### src/rtl/csr_access_arbiter_if.sv
// csr_access_arbiter_if: requester bus (req/payload/redirect in, gnt/resp out) with master and slave modports
interface csr_access_arbiter_if #(
  parameter int ADDR_W = 12,
  parameter int DATA_W = 64,
  parameter int ROB_W = 6
);
  logic [2:0] req;
  logic [2:0][ADDR_W-1:0] req_addr;
  logic [2:0] req_wen;
  logic [2:0][DATA_W-1:0] req_wdata;
  logic [ROB_W:0] issue_rob_idx;
  logic redirect;
  logic [ROB_W:0] redirect_idx;
  logic [2:0] gnt;
  logic [2:0] resp_valid;
  logic [DATA_W-1:0] resp_data;
  logic resp_flush;
  logic resp_exc;
  modport master (
    output req, req_addr, req_wen, req_wdata, issue_rob_idx, redirect, redirect_idx,
    input gnt, resp_valid, resp_data, resp_flush, resp_exc
  );
  modport slave (
    input req, req_addr, req_wen, req_wdata, issue_rob_idx, redirect, redirect_idx,
    output gnt, resp_valid, resp_data, resp_flush, resp_exc
  );
endinterface

### src/rtl/csr_access_arbiter.sv
// csr_access_arbiter: shares the CSR file port among trap/issue/debug via 2-cycle read-modify-write; ports clk, rst, bus (slave), csr_* file port
module csr_access_arbiter #(
  parameter int ADDR_W = 12,
  parameter int DATA_W = 64,
  parameter int ROB_W = 6,
  parameter int STARVE_LIMIT = 8
) (
  input  logic clk,
  input  logic rst,
  csr_access_arbiter_if.slave bus,
  output logic csr_en_o,
  output logic csr_wen_o,
  output logic [ADDR_W-1:0] csr_addr_o,
  output logic [DATA_W-1:0] csr_wdata_o,
  input  logic [DATA_W-1:0] csr_rdata_i,
  input  logic csr_illegal_i
);
  localparam int CNT_W = $clog2(STARVE_LIMIT + 1);
  typedef enum logic [1:0] {IDLE, ACCESS, COMMIT} state_t;
  state_t state_q, state_d;
  logic [1:0] owner_q, owner_d, win;
  logic [ADDR_W-1:0] addr_q, addr_d;
  logic wen_q, wen_d;
  logic [DATA_W-1:0] wdata_q, wdata_d;
  logic [ROB_W:0] rob_q, rob_d;
  logic cancel_q, cancel_d;
  logic exc_q, exc_d;
  logic [DATA_W-1:0] rdata_q, rdata_d;
  logic [CNT_W-1:0] starve_q, starve_d;
  logic [2:0] elig;
  logic grant, older, squash, kill, wr, access, commit;
  assign access = state_q == ACCESS;
  assign commit = state_q == COMMIT;
  // wrap-around age compare: a direction-bit mismatch means the index wrapped
  assign older = (rob_q[ROB_W] == bus.redirect_idx[ROB_W]) ?
                 rob_q[ROB_W-1:0] < bus.redirect_idx[ROB_W-1:0] :
                 rob_q[ROB_W-1:0] > bus.redirect_idx[ROB_W-1:0];
  assign squash = owner_q == 2'd1 && bus.redirect && !older;
  assign kill = commit && squash;
  assign wr = wen_q && !exc_q && !cancel_q && !kill;
  assign elig = bus.req & {1'b1, ~bus.redirect, 1'b1};
  assign win = elig[0] ? 2'd0 :
               (starve_q == CNT_W'(STARVE_LIMIT)) ? (elig[2] ? 2'd2 : 2'd1) :
               (elig[1] ? 2'd1 : 2'd2);
  assign grant = !access && |elig;
  always_comb begin
    state_d = grant ? ACCESS : (access ? COMMIT : IDLE);
    owner_d = grant ? win : owner_q;
    addr_d = grant ? bus.req_addr[win] : addr_q;
    wen_d = grant ? bus.req_wen[win] : wen_q;
    wdata_d = grant ? bus.req_wdata[win] : wdata_q;
    rob_d = grant ? bus.issue_rob_idx : rob_q;
    cancel_d = access ? squash : cancel_q;
    exc_d = access ? csr_illegal_i : exc_q;
    rdata_d = access ? csr_rdata_i : rdata_q;
    starve_d = (!bus.req[2] || bus.gnt[2]) ? '0 :
               (starve_q == CNT_W'(STARVE_LIMIT)) ? starve_q : starve_q + 1'b1;
  end
  always_ff @(posedge clk) begin
    if (rst) begin
      state_q <= IDLE;
      owner_q <= '0;
      addr_q <= '0;
      wen_q <= 1'b0;
      wdata_q <= '0;
      rob_q <= '0;
      cancel_q <= 1'b0;
      exc_q <= 1'b0;
      rdata_q <= '0;
      starve_q <= '0;
    end else begin
      state_q <= state_d;
      owner_q <= owner_d;
      addr_q <= addr_d;
      wen_q <= wen_d;
      wdata_q <= wdata_d;
      rob_q <= rob_d;
      cancel_q <= cancel_d;
      exc_q <= exc_d;
      rdata_q <= rdata_d;
      starve_q <= starve_d;
    end
  end
  assign bus.gnt = grant ? 3'b001 << win : 3'b000;
  assign bus.resp_valid = commit ? 3'b001 << owner_q : 3'b000;
  assign bus.resp_data = commit ? rdata_q : '0;
  assign bus.resp_exc = commit && exc_q;
  assign bus.resp_flush = commit && (cancel_q || kill);
  assign csr_en_o = access || (commit && wr);
  assign csr_wen_o = commit && wr;
  assign csr_addr_o = (access || commit) ? addr_q : '0;
  assign csr_wdata_o = commit ? wdata_q : '0;
endmodule

### src/flat_wrapper.sv
// flat-port wrapper written by rule: the top's interface ports become plain ports
module csr_access_arbiter_flat 
#(
  parameter int ADDR_W = 12,
  parameter int DATA_W = 64,
  parameter int ROB_W = 6,
  parameter int STARVE_LIMIT = 8
)
  (clk, rst, csr_en_o, csr_wen_o, csr_addr_o, csr_wdata_o, csr_rdata_i, csr_illegal_i, bus_req, bus_req_addr, bus_req_wen, bus_req_wdata, bus_issue_rob_idx, bus_redirect, bus_redirect_idx, bus_gnt, bus_resp_valid, bus_resp_data, bus_resp_flush, bus_resp_exc);
  csr_access_arbiter_if #(.ADDR_W(ADDR_W), .DATA_W(DATA_W), .ROB_W(ROB_W)) bus_i ();
  input  logic clk;
  input  logic rst;
  output logic csr_en_o;
  output logic csr_wen_o;
  output logic [ADDR_W-1:0] csr_addr_o;
  output logic [DATA_W-1:0] csr_wdata_o;
  input  logic [DATA_W-1:0] csr_rdata_i;
  input  logic csr_illegal_i;
  input wire logic [$bits(bus_i.req)-1:0] bus_req;
  input wire logic [$bits(bus_i.req_addr)-1:0] bus_req_addr;
  input wire logic [$bits(bus_i.req_wen)-1:0] bus_req_wen;
  input wire logic [$bits(bus_i.req_wdata)-1:0] bus_req_wdata;
  input wire logic [$bits(bus_i.issue_rob_idx)-1:0] bus_issue_rob_idx;
  input wire logic [$bits(bus_i.redirect)-1:0] bus_redirect;
  input wire logic [$bits(bus_i.redirect_idx)-1:0] bus_redirect_idx;
  output wire logic [$bits(bus_i.gnt)-1:0] bus_gnt;
  output wire logic [$bits(bus_i.resp_valid)-1:0] bus_resp_valid;
  output wire logic [$bits(bus_i.resp_data)-1:0] bus_resp_data;
  output wire logic [$bits(bus_i.resp_flush)-1:0] bus_resp_flush;
  output wire logic [$bits(bus_i.resp_exc)-1:0] bus_resp_exc;
  assign bus_i.req = bus_req;
  assign bus_i.req_addr = bus_req_addr;
  assign bus_i.req_wen = bus_req_wen;
  assign bus_i.req_wdata = bus_req_wdata;
  assign bus_i.issue_rob_idx = bus_issue_rob_idx;
  assign bus_i.redirect = bus_redirect;
  assign bus_i.redirect_idx = bus_redirect_idx;
  assign bus_gnt = bus_i.gnt;
  assign bus_resp_valid = bus_i.resp_valid;
  assign bus_resp_data = bus_i.resp_data;
  assign bus_resp_flush = bus_i.resp_flush;
  assign bus_resp_exc = bus_i.resp_exc;
  csr_access_arbiter #(.ADDR_W(ADDR_W), .DATA_W(DATA_W), .ROB_W(ROB_W), .STARVE_LIMIT(STARVE_LIMIT)) u_core (.clk(clk), .rst(rst), .bus(bus_i), .csr_en_o(csr_en_o), .csr_wen_o(csr_wen_o), .csr_addr_o(csr_addr_o), .csr_wdata_o(csr_wdata_o), .csr_rdata_i(csr_rdata_i), .csr_illegal_i(csr_illegal_i));
endmodule
### config.mk
export PLATFORM = sky130hd
export DESIGN_NAME = csr_access_arbiter_flat
export DESIGN_NICKNAME = d
export VERILOG_FILES = /design/src/rtl/csr_access_arbiter_if.sv /design/src/rtl/csr_access_arbiter.sv /design/src/flat_wrapper.sv
export SDC_FILE = /design/constraint.sdc
export NUM_CORES = 1
export LEC_CHECK = 0
export BUFFER_PORTS_ARGS = -buffer_cell sky130_fd_sc_hd__buf_4
export CORE_AREA = 3 3 181 183
export DETAILED_ROUTE_END_ITERATION = 7
export DIE_AREA = 0 0 184 186
export PLACE_DENSITY_LB_ADDON = 0.12
export SYNTH_ARGS = -nofsm -noshare
export SYNTH_HDL_FRONTEND = slang
export SYNTH_SLANG_ARGS = --single-unit
### constraint.sdc
create_clock -name clk -period 2.8 [get_ports clk]
set_input_delay 0.42 -clock clk [delete_from_list [all_inputs] [get_ports clk]]
set_output_delay 0.42 -clock clk [all_outputs]
set_load 0.03 [all_outputs]
==> results of run 1 <==
==> metrics by stage <==
step / util (%) / total power, mW / setup WS (ns) / instances
floorplan: - / 3.31 / 0.420 / 939
global placement: 40.2 / 3.96 / 0.232 / 1727
detailed placement: 40.2 / 3.98 / 0.131 / 1727
CTS: 42.1 / 6.39 / 0.0483 / 1759
global route: 42.1 / 6.61 / 0.00244 / 1759
finish: 42.1 / 6.28 / 0.173 / 1759
==> sequential cells by signal, indices dropped and copies added (netlist names) <==
name	count
u_core.starve_q	4
u_core.wdata_q	64
u_core.addr_q	12
u_core.rdata_q	64
u_core.state_q	2
u_core.wen_q	1
u_core.exc_q	1
u_core.rob_q	7
u_core.cancel_q	1
u_core.owner_q	2
==> path summary, 6_finish.rpt <==
check | endpoint | slack (ns) | depth (start not counted)
worst max-delay path | bus_gnt[2] | 0.17 | 5
worst min-delay path | u_core.rdata_q[45] | 0.23 | 3
worst max register to register | u_core.addr_q[0] | 0.36 | 8
worst min register to register | u_core.rob_q[0] | 0.46 | 2
==> area by class of cell <==
| class | instances | area [µm²] | share of cell area (%) |
|---|---|---|---|
| clock buffers | 18 | 429 | 3.25 |
| flip-flops and latches | 158 | 3160 | 23.9 |
| clock inverters | 14 | 149 | 1.13 |
| multi-input cells | 671 | 5200 | 39.3 |
| repair buffers | 480 | 3720 | 28.1 |
| inverters | 16 | 60.1 | 0.454 |
| well taps | 402 | 503 | 3.80 |
==> repair_timing <==
| item | 4_1_cts | 5_1_grt |
|---|---|---|
| gates resized for setup | 2 | 3 |
| pin swaps | 0 | 0 |
| endpoints found under the setup margin | 2 | 3 |
| hold endpoints to repair | 0 | 0 |
==> cells by family (layout without fill, tap and decap cells) <==
| family | count (synthesis) | after routing |
|---|---|---|
| simple gates | 405 | 405 |
| flops | 158 | 158 |
| mux | 144 | 144 |
| buf+inv | 110 | 528 |
| compound gates | 108 | 108 |
| fa+ha+maj | 10 | 10 |
| xor+xnor | 4 | 4 |
==> power groups by stage <==
stage / logic (mW) / registers [mW] / clock network (mW)
global placement: 1.40 / 2.57 / 0
global route: 1.51 / 2.55 / 2.56
CTS: 1.41 / 2.52 / 2.46
detailed placement: 1.41 / 2.57 / 0
finish: 1.39 / 2.52 / 2.36
floorplan: 0.762 / 2.55 / 0
==> worst reg2reg max path, cell delays in order (launching register included) <==
cell and delay, ns:
dfxtp_1 0.40, inv_1 0.07, ha_1 0.21, nand3b_1 0.25, mux2i_4 0.32, buf_12 0.37
buf_12 0.26, mux2i_1 0.31, o211ai_1 0.12
==> metal layers <==
layer / up-vias / track usage [%] / share of wire, %
met3: 34 / 5.12 / 7.5
met4: 0 / 6.08 / 2.2
li1: 4158 / - / -
met1: 3954 / 22.6 / 40
met2: 328 / 33.5 / 51
met5: - / 0 / 0
==> cells in the final DEF, fill, tap and decap left out, types with 2 or more instances in the layout <==
cell and count:
nand2b_1 2, inv_6 5, nand3_1 4, ha_4 2, clkbuf_16 17, inv_8 2
dfxtp_1 158, and2_1 130, mux2i_1 142, a21oi_1 14, buf_12 9, a211oi_1 2
clkinv_2 2, inv_1 16, o211ai_1 48, and3b_1 2, nor2_1 76, xnor2_1 2
nand4b_1 74, ha_1 8, nor2b_1 15, o211ai_2 30, nand2_1 17, nand3b_1 79
buf_4 470, o21ai_0 4, clkinv_4 3
==> flow_summary.ini, run 1 <==
[status]
outcome = finished clean

[die]
core_area_um2 = 31400
die_width_um = 184
rows = 65
dieArea_um2 = 34200
die_y_um = 186
start_util_pct = 27.9
pin_count = 466

[route]
wl_per_cell_um = 19.5
first_pass_iters = 5
wl_mm = 34.3
drt_iter0_markers = 263
via_per_inst = 4.82
drc = 0
ant_nets = 0
vias = 8474

[critical_path]
path_max_fanout = 5
r2r-start = u_core.starve_q[0]
critPathArrivalTime_ns = 2.21
critical_path_class = reg2out
critPathBufInv = 2
cp_top_family = compound AO/OA/AOI/OAI gates
critPathSlowestCell = a2111oi_1
crit_chain = inv_1 -> ha_1 -> nand3b_1 -> a2111oi_1 -> buf_4
start_kind = flop
crit_path_max_incr_delay_ns = 0.69
crit_path_end_kind = output pin
cp-startpoint = u_core.starve_q[0]
cp.required_ns = 2.38

[power]
irDropWorstVdd_uv = 369
clkPwrFrac_pct = 37.7
net-switching-power_mw = 1.88
power-per-cell-area_nw_per_um2 = 475
pwr-share-seq_pct = 40.2
combPwrFrac_pct = 22.1
switching_share_pct = 30.0
power.leakage_nw = 6.18
internal_power_mw = 4.39

[grt]
overflow = 0
grt_pass1_vias = 8556
antenna_found_initial = 0
grt_first_pass_wirelength_mm = 50.5
grt_max_degree = 134
grtUsageTotal_pct = 19.0

[cells_and_area]
layout.nets = 1670
drive_gt1_share_pct = 40.5
num_antenna_cells = 0
syn_to_final_growth_pct = 51.2
fin_area_um2 = 13200
n_fill_cell = 3184

[sta]
finClkSkew_ns = 0.0110
hold_viol = 0
grt_setup_unrepaired = false
slew_viol_final = 0
max_clock_freq_mhz = 381
min_period_ns = 2.63
fin_crit_sh_pct = 93.8
worst_pin_slew_ns = 0.868
setup_violations = 0
hold_ws_ns = 0.229
relSlewSlack_pct = 42.1
tns_ns = 0

[logic_synthesis]
synth_area_leader_cell = dfxtp_1
synth_edf_count = 0
synthMuxAreaShare_pct = 16.5
ys_types = 38
synth_warnings = 0
seq_area_frac_synth_pct = 36.2
netlist_area_um2 = 8750
yosysMostFrequentCell = dfxtp_1
synth_top_family_by_area = simple AND/OR/NAND/NOR gates
post_synth.cell_area_avg_um2 = 9.31
async_flop_share_pct = 0
ys_ff_latch = 158
synth_xor_area_share_pct = 0.401
syn_nets = 1265
synth_compound_area_share_pct = 10.5
synth_common_cells = 158 x dfxtp_1, 143 x mux2i_1, 130 x and2_1
ys.flop_type = dfxtp_1
synth_top_area_share_pct = 36.2
yosys.area_share.simple_pct = 29.6
synthAdderAreaFrac_pct = 1.43
synthTopCellsByArea = dfxtp_1 36%, mux2i_1 16%, and2_1 9.3%
synth_cells = 939

[worst_hold_path]
hp-start = csr_rdata_i[45]
hold_path_class = in2reg

[clocking]
clk_pin_slew_ns = 0.08
post_cts.repair.setup_buffers = 0
root_buffer = clkbuf_16
cts_buffers = 17
clock-sinks = 158
cts_buffer_depth = 2
clk_latency_ns = 0.42
cts_hold_buf = 0
cts_tree = done
htree_levels = 4

[place]
placedInstanceArea_um2 = 12600
gp_congestion = 0.776
post-dp-hpwl_mm = 24.4
io_buffers = 465

[run]
drv_cap = 0
No activity file was read; power rests on OpenSTA's default activity.
==> run 2: changes to the inputs <==
--- a/config.mk
+++ b/config.mk
@@ -6,9 +6,9 @@
 export NUM_CORES = 1
 export LEC_CHECK = 0
 export BUFFER_PORTS_ARGS = -buffer_cell sky130_fd_sc_hd__buf_4
-export CORE_AREA = 3 3 181 183
+export CORE_AREA = 3 3 179 181
 export DETAILED_ROUTE_END_ITERATION = 7
-export DIE_AREA = 0 0 184 186
+export DIE_AREA = 0 0 182 184
 export PLACE_DENSITY_LB_ADDON = 0.12
 export SYNTH_ARGS = -nofsm -noshare
 export SYNTH_HDL_FRONTEND = slang
==> run 2 against run 1 <==
Against the previous run:
- non-clock buffer count increased by 1
- global-route usage increased by 0.37 points
- critical endpoint is now bus_resp_flush
- cell count decreased by 0.28%
==> flow_summary.ini, run 2 (synthesis results as in run 1) <==
[sta]
slew_viol_final = 0
finClkSkew_ns = 0.0104
setup_slack_ns = 0.169
hold_viol = 0
fin_crit_sh_pct = 94.0
max_clock_freq_mhz = 380
setup_violations = 0
grt_setup_unrepaired = false
tns_ns = 0
min_period_ns = 2.63
relSlewSlack_pct = 46.9
worst_pin_slew_ns = 0.797

[cells_and_area]
final_common_cell = buf_4
n_fill_cell = 3107
final_cell_mix = 476 x buf_4, 158 x dfxtp_1, 142 x mux2i_1
syn_to_final_growth_pct = 50.3
layout.nets = 1671
top_regs = u_core.rdata_q x64, u_core.wdata_q x64, u_core.addr_q x12
drive_gt1_share_pct = 40.4

[die]
die_y_um = 184
die_width_um = 182
rows = 64
start_util_pct = 28.6
dieArea_um2 = 33500
core_area_um2 = 30600
pin_count = 466

[clocking]
cts_buffers = 17
cts_hold_buf = 0
cts_buffer_depth = 2
htree_levels = 4
cts_resized = 0
post_cts.repair.setup_buffers = 0
clk_latency_ns = 0.44
cts_tree = done
clock-sinks = 158
root_buffer = clkbuf_16
clk_pin_slew_ns = 0.07

[critical_path]
crit_path_end_kind = output pin
cp.required_ns = 2.38
path_max_fanout = 3
start_kind = flop
critPathArrivalTime_ns = 2.21
critical_path_class = reg2out

[grt]
antenna_found_initial = 1
gr-usage-met2_pct = 33.5
grtUsageTotal_pct = 19.4
overflow = 0
use_met3_pct = 5.68
met1_usage_pct = 23.1
grt_max_degree = 71
grt_pass1_vias = 8652
top_usage_layer = met2
grt_first_pass_wirelength_mm = 50.6

[place]
post-dp-hpwl_mm = 24.6
gp_congestion = 0.797
io_buffers = 465
dp_slack_ns = 0.269

[route]
wl_mm = 34.1
drc = 0
first_pass_iters = 4
wl_per_cell_um = 19.5
drt_iter0_markers = 311
vias = 8449
ant_nets = 0
via_per_inst = 4.82

[worst_hold_path]
hold_path_class = in2reg

[power]
power-per-cell-area_nw_per_um2 = 478
irDropWorstVdd_uv = 358
power.leakage_nw = 6.15

[run]
drv_cap = 0

[status]
outcome = finished clean
-- run 2: cell count changes in the layout (fill, tap and decap cells not counted), moves of 2 or more --
cell | previous run | this run
buf_4 | 470 | 476
buf_12 | 9 | 4
inv_6 | 5 | 1
clkbuf_8 | 0 | 3
clkinvlp_4 | 0 | 3
clkinv_4 | 3 | 1
inv_8 | 2 | 0
-- run 2: stage by stage --
step           cell area (µm²)  cells  utilization (%)  total power, mW  hold slack, ns
4_1_cts                  13100   1753             43.0             6.38           0.190
3_5_place_dp             12600   1722             41.0             3.95           0.452
2_1_floorplan             8750    939                -             3.31           0.436
6_report                 13100   1754             43.0             6.28           0.222
5_1_grt                  13100   1754             43.0             6.58           0.215
3_3_place_gp             12600   1722             41.0             3.94           0.448
-- run 2: layout make-up --
class / instances / area (µm²) / share of cell area [%]
Multi-Input combinational cell: 671 / 5180 / 39.4
Timing Repair Buffer: 481 / 3660 / 27.9
Sequential cell: 158 / 3160 / 24.1
Tap cell: 396 / 495 / 3.77
Clock buffer: 22 / 474 / 3.61
Clock inverter: 9 / 110 / 0.837
Inverter: 16 / 60.1 / 0.457
Antenna cell: 1 / 2.50 / 0.0190
-- run 2: path summary, 6_finish.rpt --
check                                        start                  to  slack [ns]  cells after the start
worst max-delay path               u_core.rob_q[5]      bus_resp_flush        0.17                      6
worst min-delay path               csr_rdata_i[53]  u_core.rdata_q[53]        0.22                      3
worst max register to register  u_core.starve_q[0]  u_core.wdata_q[16]        0.54                      7
worst min register to register     u_core.rob_q[0]     u_core.rob_q[0]        0.46                      2
-- run 2: report_power, final --
part | leakage, nW | switching, mW | internal, mW | total (mW)
clock network | 0.279 | 1.01 | 1.38 | 2.39
registers | 1.30 | 0.0855 | 2.44 | 2.52
logic | 4.57 | 0.688 | 0.679 | 1.37
-- run 2: worst max-delay path, stage by stage, from the launching register on --
cell and delay [ns]:
dfxtp_1 0.32, ha_1 0.31, nand2_1 0.06, o21ai_0 0.40, xnor2_1 0.17, o311a_1 0.36, buf_4 0.17
-- run 2: per-layer routing --
layer | routed length, µm | share of wire, %
met1 | 13900 | 41
met2 | 16800 | 49
met3 | 2680 | 7.8
met4 | 704 | 2.1
met5 | 0 | 0
==> run 3: changes to the inputs <==
--- a/config.mk
+++ b/config.mk
@@ -7,9 +7,12 @@
 export LEC_CHECK = 0
 export BUFFER_PORTS_ARGS = -buffer_cell sky130_fd_sc_hd__buf_4
 export CORE_AREA = 3 3 179 181
+export CTS_CLUSTER_DIAMETER = 150
 export DETAILED_ROUTE_END_ITERATION = 7
 export DIE_AREA = 0 0 182 184
 export PLACE_DENSITY_LB_ADDON = 0.12
+export SETUP_SLACK_MARGIN = 0.2
+export SKIP_CTS_REPAIR_TIMING = 1
 export SYNTH_ARGS = -nofsm -noshare
 export SYNTH_HDL_FRONTEND = slang
 export SYNTH_SLANG_ARGS = --single-unit
==> run 3 against run 2 <==
Against the previous run:
- maximum frequency is 5.2% higher
- register-to-register slack better by 0.02 ns
- hold slack worse by 0.0021 ns
- highest routed layer unchanged
- via count is 0.11% higher
- first-iteration DRC count is 7.4% higher
- critical path depth is 1 higher
==> flow_summary.ini, run 3 (synthesis results as in run 1) <==
[route]
vias = 8458
ant_nets = 0
via_per_inst = 4.82
drc = 0
drt_iter0_markers = 334
first_pass_iters = 4
wl_per_cell_um = 19.5
wl_mm = 34.2

[place]
post-dp-hpwl_mm = 24.6
place_inst = 1722
placedInstanceArea_um2 = 12600
io_buffers = 465
gp_congestion = 0.797
dp_slack_ns = 0.269

[cells_and_area]
final_cell_mix = 477 x buf_4, 157 x dfxtp_1, 142 x mux2i_1
syn_to_final_growth_pct = 50.9
fin_area_um2 = 13200
layout.nets = 1673
fin_util_pct = 43.1
fin_cells = 1756
drive_gt1_share_pct = 40.8
top_regs = u_core.rdata_q x64, u_core.wdata_q x64, u_core.addr_q x12
final_common_cell = buf_4

[die]
pin_count = 466
die_width_um = 182
core_area_um2 = 30600
start_util_pct = 28.6
rows = 64
die_y_um = 184
dieArea_um2 = 33500

[sta]
tns_ns = 0
fin_crit_sh_pct = 89.3
max_clock_freq_mhz = 400
finClkSkew_ns = 0.00907
hold_viol = 0
worst_pin_slew_ns = 0.792
relSlewSlack_pct = 47.2
setup_violations = 0
setup_slack_ns = 0.299
min_period_ns = 2.50
hold_ws_ns = 0.220
grt_setup_unrepaired = true
slew_viol_final = 0

[critical_path]
crit_top_cell = inv_1
path_max_fanout = 4
critical_path_class = reg2out
crit_path_end_kind = output pin
critPathBufInv = 3
cp_top_family = simple AND/OR/NAND/NOR gates
crit_path_max_incr_delay_ns = 0.39
start_kind = flop
critPathArrivalTime_ns = 2.08
cp.required_ns = 2.38
crit_chain = inv_1 -> ha_1 -> nand3b_1 -> mux2i_4 -> or3_4 -> inv_1 -> buf_6
critPathSlowestCell = or3_4

[clocking]
clock-sinks = 158
cts_tree = done
cts_buffers = 17
root_buffer = clkbuf_16
cts_buffer_depth = 2
clk_pin_slew_ns = 0.07
htree_levels = 4
clk_latency_ns = 0.44

[power]
power.total_mw = 6.28
power.leakage_nw = 6.17
power-per-cell-area_nw_per_um2 = 476
irDropWorstVdd_uv = 360

[grt]
overflow = 0
grt_pass1_vias = 8652
antenna_found_initial = 1
grt_max_degree = 71
grt_first_pass_wirelength_mm = 50.6
grtUsageTotal_pct = 19.4

[status]
outcome = finished clean

[run]
drv_cap = 0

[worst_hold_path]
hold_path_class = in2reg
[run 3: cell types whose count changed in the layout (fill, tap and decap cells not counted), sizes merged]
cell,change
buf,+2
[run 3: layout make-up]
| type | instances | area [µm²] |
|---|---|---|
| Inverter | 16 | 60.1 |
| Antenna cell | 1 | 2.50 |
| Sequential cell | 158 | 3160 |
| Timing Repair Buffer | 483 | 3680 |
| Clock inverter | 9 | 110 |
| Multi-Input combinational cell | 671 | 5210 |
| Clock buffer | 22 | 474 |
| Fill cell | 3101 | 17400 |
| Tap cell | 396 | 495 |
[run 3: worst paths after layout]
check	startpoint	endpoint	slack, ns	depth (start not counted)
max	u_core.starve_q[0]	bus_gnt[1]	0.30	7
min	csr_rdata_i[53]	u_core.rdata_q[53]	0.22	3
max reg2reg	u_core.starve_q[0]	u_core.wdata_q[16]	0.56	8
min reg2reg	u_core.rob_q[0]	u_core.rob_q[0]	0.46	2
[run 3: worst register-to-register path: stages, from the launching register on]
cell and delay [ns]:
dfxtp_2 0.36, inv_1 0.05, ha_1 0.20, nand3b_1 0.24, mux2i_4 0.30, buf_4 0.15, buf_12 0.30, mux2i_1 0.42
o211ai_1 0.12
[run 3: per-layer routing]
metal	vias to the layer above	track usage, %	part of all wire (%)
met3	40	5.68	7.9
met2	320	33.5	50
met4	0	6.73	2.1
met5	-	0	0
met1	3943	23.1	40
li1	4155	-	-
[run 3: power by group]
group / internal [mW] / leakage, nW / switching (mW)
sequential: 2.44 / 1.30 / 0.0860
combinational: 0.683 / 4.59 / 0.690
clock: 1.38 / 0.279 / 1.00
total: 4.50 / 6.17 / 1.78
